<file path="config.mk">
export PLATFORM = sky130hd
export DESIGN_NAME = usadd_accum_flat
export DESIGN_NICKNAME = d
export VERILOG_FILES = /design/src/rtl/usadd_accum_if.sv /design/src/rtl/usadd_accum.sv /design/src/flat_wrapper.sv
export SDC_FILE = /design/constraint.sdc
export NUM_CORES = 1
export LEC_CHECK = 0
export ABC_CLOCK_PERIOD_IN_PS = 3500
export BUFFER_PORTS_ARGS = -buffer_cell sky130_fd_sc_hd__clkbuf_2
export CAP_MARGIN = 20
export CORE_MARGIN = 3
export CORE_UTILIZATION = 35
export CTS_BUF_LIST = sky130_fd_sc_hd__clkbuf_16
export CTS_CLUSTER_DIAMETER = 100
export CTS_CLUSTER_SIZE = 16
export DETAILED_ROUTE_END_ITERATION = 16
export MAX_ROUTING_LAYER = met4
export SLEW_MARGIN = 20
export SYNTH_ARGS = -nofsm -noshare
export SYNTH_HDL_FRONTEND = slang
export SYNTH_SLANG_ARGS = --single-unit
</file>
<file path="constraint.sdc">
create_clock -name clk -period 3.5 [get_ports clk]
set_clock_uncertainty 0.05 [all_clocks]
set_input_delay 0.35 -clock clk [delete_from_list [all_inputs] [get_ports clk]]
set_output_delay 0.35 -clock clk [all_outputs]
set_load 0.005 [all_outputs]
</file>
<file path="src/rtl/usadd_accum_if.sv">
// rtl/usadd_accum_if.sv - stream/status bundle between the uSADD parallel counter and its accumulator
interface usadd_accum_if #(
  parameter int CNT_W  = 4,
  parameter int ONES_W = 9
);
  logic              en;
  logic              clr;
  logic [CNT_W-1:0]  cnt;
  logic              out;
  logic              out_valid;
  logic [ONES_W-1:0] ones_cnt;
  logic              done;
  logic              err;

  modport master (
    output en, clr, cnt,
    input  out, out_valid, ones_cnt, done, err
  );

  modport slave (
    input  en, clr, cnt,
    output out, out_valid, ones_cnt, done, err
  );
endinterface

</file>
<file path="src/rtl/usadd_accum.sv">
// rtl/usadd_accum.sv - modulo-NUM_IN popcount accumulator emitting the scaled-add bitstream
// Also counts emitted ones per fixed-length stream and pulses done on the last bit.
module usadd_accum #(
  parameter int NUM_IN     = 15,
  parameter int CNT_W      = 4,
  parameter int STREAM_LEN = 256,
  parameter int ONES_W     = 9
) (
  input logic           clk,
  input logic           rst,
  usadd_accum_if.slave  bus
);
  localparam int ACC_W = $clog2(2 * NUM_IN);
  localparam int CYC_W = $clog2(STREAM_LEN);
  localparam logic [CNT_W-1:0] NUM_IN_CNT = CNT_W'(NUM_IN);
  localparam logic [ACC_W-1:0] NUM_IN_ACC = ACC_W'(NUM_IN);
  localparam logic [CYC_W-1:0] LAST_CYC   = CYC_W'(STREAM_LEN - 1);

  typedef enum logic {RUN = 1'b0, DONE = 1'b1} state_t;

  state_t            state_q, state_d;
  logic [ACC_W-1:0]  acc_q, acc_d;
  logic [CYC_W-1:0]  cyc_q, cyc_d;
  logic [ONES_W-1:0] ones_q, ones_d;
  logic              out_q, out_d;
  logic              valid_q, valid_d;
  logic              done_q, done_d;
  logic              err_q, err_d;

  logic             over, accept, hit, last;
  logic [ACC_W-1:0] clamp, sum;

  // acc < NUM_IN and clamp <= NUM_IN, so sum < 2*NUM_IN fits ACC_W without wrap
  always_comb begin
    over   = bus.cnt > NUM_IN_CNT;
    accept = bus.en & ~bus.clr;
    clamp  = over ? NUM_IN_ACC : ACC_W'(bus.cnt);
    sum    = acc_q + clamp;
    hit    = sum >= NUM_IN_ACC;
    last   = cyc_q == LAST_CYC;
  end

  always_ff @(posedge clk) begin
    if (rst) begin
      state_q <= RUN;
      acc_q   <= '0;
      cyc_q   <= '0;
      ones_q  <= '0;
      out_q   <= 1'b0;
      valid_q <= 1'b0;
      done_q  <= 1'b0;
      err_q   <= 1'b0;
    end else begin
      state_q <= state_d;
      acc_q   <= acc_d;
      cyc_q   <= cyc_d;
      ones_q  <= ones_d;
      out_q   <= out_d;
      valid_q <= valid_d;
      done_q  <= done_d;
      err_q   <= err_d;
    end
  end

  // An accept in DONE sees cyc_q == 0, so it restarts the stream like any RUN accept
  always_comb begin
    state_d = state_q;
    if (bus.clr) begin
      state_d = RUN;
    end else if (accept) begin
      state_d = last ? DONE : RUN;
    end
  end

  always_comb begin
    acc_d   = acc_q;
    cyc_d   = cyc_q;
    ones_d  = ones_q;
    out_d   = out_q;
    valid_d = 1'b0;
    done_d  = 1'b0;
    err_d   = err_q | (accept & over);
    if (bus.clr) begin
      acc_d  = '0;
      cyc_d  = '0;
      ones_d = '0;
    end else if (accept) begin
      out_d   = hit;
      valid_d = 1'b1;
      acc_d   = hit ? (sum - NUM_IN_ACC) : sum;
      ones_d  = (state_q == DONE) ? ONES_W'(hit) : (ones_q + ONES_W'(hit));
      if (last) begin
        done_d = 1'b1;
        cyc_d  = '0;
        acc_d  = '0;
      end else begin
        cyc_d = cyc_q + 1'b1;
      end
    end
  end

  assign bus.out       = out_q;
  assign bus.out_valid = valid_q;
  assign bus.ones_cnt  = ones_q;
  assign bus.done      = done_q;
  assign bus.err       = err_q;
endmodule

</file>
<file path="src/flat_wrapper.sv">
// flat-port wrapper written by rule: the top's interface ports become plain ports
module usadd_accum_flat 
#(
  parameter int NUM_IN     = 15,
  parameter int CNT_W      = 4,
  parameter int STREAM_LEN = 256,
  parameter int ONES_W     = 9
)
  (clk, rst, bus_en, bus_clr, bus_cnt, bus_out, bus_out_valid, bus_ones_cnt, bus_done, bus_err);
  usadd_accum_if #(.CNT_W(CNT_W), .ONES_W(ONES_W)) bus_i ();
  input logic clk;
  input logic rst;
  input wire logic [$bits(bus_i.en)-1:0] bus_en;
  input wire logic [$bits(bus_i.clr)-1:0] bus_clr;
  input wire logic [$bits(bus_i.cnt)-1:0] bus_cnt;
  output wire logic [$bits(bus_i.out)-1:0] bus_out;
  output wire logic [$bits(bus_i.out_valid)-1:0] bus_out_valid;
  output wire logic [$bits(bus_i.ones_cnt)-1:0] bus_ones_cnt;
  output wire logic [$bits(bus_i.done)-1:0] bus_done;
  output wire logic [$bits(bus_i.err)-1:0] bus_err;
  assign bus_i.en = bus_en;
  assign bus_i.clr = bus_clr;
  assign bus_i.cnt = bus_cnt;
  assign bus_out = bus_i.out;
  assign bus_out_valid = bus_i.out_valid;
  assign bus_ones_cnt = bus_i.ones_cnt;
  assign bus_done = bus_i.done;
  assign bus_err = bus_i.err;
  usadd_accum #(.NUM_IN(NUM_IN), .CNT_W(CNT_W), .STREAM_LEN(STREAM_LEN), .ONES_W(ONES_W)) u_core (.clk(clk), .rst(rst), .bus(bus_i));
endmodule
</file>
==> results.toml, run 1 <==
[grt]
antenna_found_initial = 0
grt_max_degree = 15
grt_usage_pct = 13.86
grt_pass1_wl_um = 4767
gr-total-overflow = 0
grt_pass1_vias = 1091

[cells_and_area]
fillers = 342
fin_cells = 221
fin_nets = 194
syn_to_final_growth_pct = 17.12
multiInputGateArea_um2 = 800.8
final_common_cell = "dfxtp_1"
final-seq-area_um2 = 520.5
final_cell_mix = "dfxtp_1, nor2_1, clkbuf_2"
drive_gt1_share_pct = 17.14
antenna_cells = 0

[logic_synthesis]
synth_flop_cell = "dfxtp_1"
yosys_warnings = 0
avgSynthCellArea_um2 = 8.791
ys_seq_area_share_pct = 38.70
syn_nets = 171
synth_cell_type_count = 36
synth-edff-count = 0
async_flop_share_pct = 0
syn_inst = 153
synth_area_um2 = 1345
ys_ff_latch = 26

[place]
placed_cells = 217
portBuffers = 19
gp_congestion = 0.8657
place_ws_ps = 125.7
place_hpwl_um = 2079

[cts]
numCtsBuffers = 3
clockBufferDepth = 2
postCtsSetupBuffers = 0
cts_hold_buf = 0
clk-insertion-delay-late_ps = 260
post_cts_resize_count = 0
cts_tree = "yes"
cts.sinks = 26
cts_root_buf = "clkbuf_16"
h-tree-depth = 1
path_clk_slew_ps = 60

[detailed_routing]
drtAntennaViolNets = 0
met3_length_um = 129
drt-pass1-iter-count = 4
wl_met1_um = 1183
initialDrtViolationCount = 38
vias_per_cell = 5.104
highest_layer = "met4"
via_count = 1128
wl_per_cell_um = 12.01
wirelength_um = 2654
drc = 0
wl_met2_um = 1316

[critical_path]
worstSetupEndpointType = "flip-flop"
worstSetupStartpointType = "flip-flop"
arrival_ps = 3300
cp.required_ps = 3600
path_max_fanout = 3
path_class = "flip-flop to flip-flop"

[floorplanning]
coreArea_um2 = 3521
initial_core_util_pct = 38.20
boundaryPins = 21
dieArea_um2 = 4623
die_w_um = 67.99
fp.dieH_um = 67.99
rows = 21

[timing]
setup_viol_count_final = 0
hold_viol = 0
rsz0062_at_grt = "false"
whs_ps = 243.7
fin_setup_tns_ps = 0
setup_ws_ps = 294.7
maxSlewViolCount = 0
fmax_mhz = 312.0
fin_crit_ps = 3205
period_share_pct = 91.58

[status]
status = "complete, no violations"

[run]
timing.max_cap.violations = 0

[hold_path]
hold_class = "input port to flip-flop"

[pwr]
irDropWorstVdd_uv = 255.7
p_per_area_nw_per_um2 = 409.8
p_leak_nw = 0.6669
==> critical path, stage by stage (launching register included) <==
cell     delay [ps]
dfxtp_1         310
ha_1            200
fa_1            430
a21o_1          210
a21oi_2         200
xor2_1           90
ha_1            210
nor2b_1         140
mux2i_2          90
or2_1           250
ha_1            210
ha_1            200
and3_1          190
nand4_1         110
xor2_1          150
nor2_1           50
==> routing by layer <==
layer | up-vias | global-route usage [%]
met5 | - | -
met4 | 0 | 2.978
met3 | 4 | 4.105
met2 | 20 | 23.47
met1 | 525 | 16.22
li1 | 579 | -
==> synthesized netlist by cell type (2+ instances only) <==
| cell type | instances | area (um2) |
|---|---|---|
| dfxtp_1 | 26 | 520.5 |
| nor2_1 | 21 | 78.83 |
| nand2_1 | 17 | 63.81 |
| xor2_1 | 12 | 105.1 |
| ha_1 | 9 | 112.6 |
| a21oi_1 | 8 | 40.04 |
| and3_1 | 6 | 37.54 |
| nand3_1 | 6 | 30.03 |
| nand4_1 | 5 | 31.28 |
| o211ai_1 | 4 | 30.03 |
| nor2b_1 | 3 | 18.77 |
| o21ai_0 | 3 | 15.01 |
| o21ai_1 | 3 | 15.01 |
| a21o_1 | 2 | 15.01 |
| a32o_1 | 2 | 20.02 |
| inv_1 | 2 | 7.510 |
| nand2b_1 | 2 | 12.51 |
| nor3_1 | 2 | 10.01 |
| or2_1 | 2 | 12.51 |
| or3_1 | 2 | 12.51 |
==> logic make-up (layout without fill, tap and decap cells) <==
family	count (synthesis)	after routing	share of synthesized area [%]
compound gates	23	23	10.70
xor+xnor	13	13	9.024
fa+ha+maj	10	10	9.861
buf+inv	5	27	1.767
flops	26	26	38.70
mux	2	2	1.767
other cells	1	1	0.2788
simple gates	73	73	27.91
==> layout make-up <==
| cell class | instances | area share (%) |
|---|---|---|
| clock buffers | 3 | 4.766 |
| clock inverters | 1 | 0.2383 |
| inverters | 2 | 0.4766 |
| multi-input cells | 122 | 50.83 |
| flip-flops and latches | 26 | 33.04 |
| well taps | 46 | 3.654 |
| repair buffers | 21 | 6.990 |
==> stage by stage <==
step | area (um2) | util [%] | power [mW]
2_1_floorplan | 1345 | - | 0.3746
3_3_place_gp | 1496 | 42.50 | 0.3974
3_5_place_dp | 1496 | 42.50 | 0.3984
4_1_cts | 1575 | 44.74 | 0.6524
5_1_grt | 1575 | 44.74 | 0.6746
6_report | 1575 | 44.74 | 0.6455
==> state kept, by name, summed over array words and instances (netlist names) <==
name and flops:
u_core.acc_q 5, u_core.cyc_q 8, u_core.bus.done 1, u_core.bus.ones_cnt 9, u_core.bus.out 1, u_core.bus.out_valid 1, u_core.state_q 1
==> where the power goes <==
group          total [mW]  internal (mW)  switching, mW
logic              0.0865         0.0369         0.0495
clock network       0.254          0.153          0.101
registers           0.305          0.301        0.00364
total               0.646          0.491          0.154
==> path summary, 6_finish.rpt <==
path	startpoint	end	slack [ps]	cells past startpoint
setup / recovery	u_core.acc_q[0]	u_core.bus.ones_cnt[8]	290	15
hold / removal	rst	u_core.bus.out	240	2
setup reg to reg	u_core.acc_q[0]	u_core.bus.ones_cnt[8]	290	15
hold reg to reg	u_core.acc_q[3]	u_core.acc_q[3]	420	2
Note: power is estimated with default switching activity, not from simulation.
==> inputs of run 2 (changes only) <==
--- a/config.mk
+++ b/config.mk
@@ -15,6 +15,7 @@
 export CTS_CLUSTER_SIZE = 16
 export DETAILED_ROUTE_END_ITERATION = 16
 export MAX_ROUTING_LAYER = met4
+export REMOVE_ABC_BUFFERS = 1
 export SLEW_MARGIN = 20
 export SYNTH_ARGS = -nofsm -noshare
 export SYNTH_HDL_FRONTEND = slang
==> run 2 against run 1 <==
Critical path depth unchanged. Critical endpoint unchanged. Flip-flop and latch count unchanged. Final cell count unchanged. Utilization unchanged. Largest power group unchanged. Largest cell class unchanged. Sequential power about the same. Non-clock buffer count unchanged. Via count decreased by 0.89%. Worst hold slack improved by 4.8 ps.
==> results.toml, run 2 (synthesized netlist as in run 1, its figures left out) <==
[floorplanning]
rows = 21
coreArea_um2 = 3521
dieArea_um2 = 4623
boundaryPins = 21
die_w_um = 67.99
fp.dieH_um = 67.99
initial_core_util_pct = 38.20

[cells_and_area]
antenna_cells = 0
fillers = 350
fin_nets = 194
final_common_cell = "dfxtp_1"
final_cell_mix = "dfxtp_1, nor2_1, clkbuf_2"
syn_to_final_growth_pct = 17.12
drive_gt1_share_pct = 17.14
largest_reg_flops = 9

[hold_path]
hold_class = "input port to flip-flop"
hold_depth = 2

[cts]
clockBufferDepth = 2
cts_root_buf = "clkbuf_16"
postCtsSetupBuffers = 0
cts.sinks = 26
post_cts_resize_count = 0
cts_tree = "yes"
cts_hold_buf = 0
clk-insertion-delay-late_ps = 260
h-tree-depth = 1
numCtsBuffers = 3
path_clk_slew_ps = 60

[critical_path]
slowest_delay_ps = 430
path_buf_inv = 0
arrival_ps = 3370
path_max_fanout = 3
crit_path_top_delay_cell = "fa_1"
cp_num_cells = 15
worstSetupStartpointType = "flip-flop"
cp.required_ps = 3590
path_cells = "ha_1 -> fa_1 -> a21o_1 -> a21oi_2 -> xor2_1 -> ha_1 -> nor2b_1 -> mux2i_2 -> or2_1 -> ha_1 -> ha_1 -> and3_1 -> nand4_1 -> xor2_1 -> nor2_1"
path_delay_family = "adder cells"
path_class = "flip-flop to flip-flop"
worstSetupEndpointType = "flip-flop"
crit_path_frequent_cell = "ha_1"
ff2ff_path_depth = 15

[timing]
rsz0062_at_grt = "false"
fmax_mhz = 305.6
hold_viol = 0
setup_viol_count_final = 0
fin_crit_ps = 3273
period_share_pct = 93.51
fin_setup_tns_ps = 0
maxSlewViolCount = 0

[pwr]
pwr-share-seq_pct = 47.3
intPower_mw = 0.4913
combPwrFrac_pct = 13.5
p_sw_mw = 0.1540
p_per_area_nw_per_um2 = 409.6
power_mw = 0.6453
clock_power_share_pct = 39.1
irDropWorstVdd_uv = 291.9
p_sw_share_pct = 23.86
p_leak_nw = 0.6669

[grt]
antenna_found_initial = 0
grt_pass1_wl_um = 4912
grt_usage_pct = 14.45
grt_max_degree = 15
gr-total-overflow = 0
grt_pass1_vias = 1114

[place]
gp_congestion = 0.8419
place_hpwl_um = 2136
portBuffers = 19

[detailed_routing]
wl_per_cell_um = 12.67
drc = 0
vias_per_cell = 5.059
drt-pass1-iter-count = 4
wirelength_um = 2800
via_count = 1118
drtAntennaViolNets = 0
initialDrtViolationCount = 50

[status]
status = "complete, no violations"

[run]
timing.max_cap.violations = 0
## run 2: cell counts in the layout (fill, tap and decap cells not counted)
No cell type changed its count.
## run 2: final timing paths
kind / slack [ps] / start / end
max: 230 / u_core.acc_q[0] / u_core.bus.ones_cnt[8]
min: 250 / rst / u_core.bus.out
max reg2reg: 230 / u_core.acc_q[0] / u_core.bus.ones_cnt[8]
min reg2reg: 420 / u_core.acc_q[3] / u_core.acc_q[3]
## run 2: cell type report
type | count | area, um2 | area share, %
tap | 46 | 57.56 | 3.654
sequential | 26 | 520.5 | 33.04
inverter | 2 | 7.507 | 0.4766
clock inverter | 1 | 3.754 | 0.2383
multi-input combinational | 122 | 800.8 | 50.83
clock buffer | 3 | 75.07 | 4.766
timing repair buffer | 21 | 110.1 | 6.990
## run 2: power groups by stage
stage          clock network (mW)  registers [mW]  logic (mW)
2_1_floorplan                   0           0.311      0.0616
3_3_place_gp                    0           0.312      0.0855
3_5_place_dp                    0           0.312      0.0872
4_1_cts                     0.261           0.306      0.0877
5_1_grt                     0.273           0.306      0.0994
6_report                    0.252           0.306      0.0874
## run 2: routing by layer
layer  wire length [um]  GRT usage (%)  share of wire, %
met1               1227          16.38                44
met2               1418          24.91                51
met3                130          3.612               4.6
met4                 23          4.467              0.82
met5                  0              -                 0
## run 2: through the flow
stage               std cells  area [um2]  setup slack (ps)  hold WS [ps]  util [%]
global placement          217        1496             221.8         391.5     42.50
finish                    221        1575             227.3         248.5     44.74
global route              221        1575             30.51         265.1     44.74
CTS                       221        1575             232.7         240.8     44.74
detailed placement        217        1496             107.7         397.3     42.50
floorplan                 150        1329             318.2         379.3         -
## run 2: worst reg2reg max path, stage by stage (launching register included)
cell     delay [ps]
dfxtp_1         320
ha_1            210
fa_1            430
a21o_1          220
a21oi_2         210
xor2_1          100
ha_1            210
nor2b_1         140
mux2i_2          90
or2_1           250
ha_1            210
ha_1            190
and3_1          190
nand4_1         120
xor2_1          170
nor2_1           60
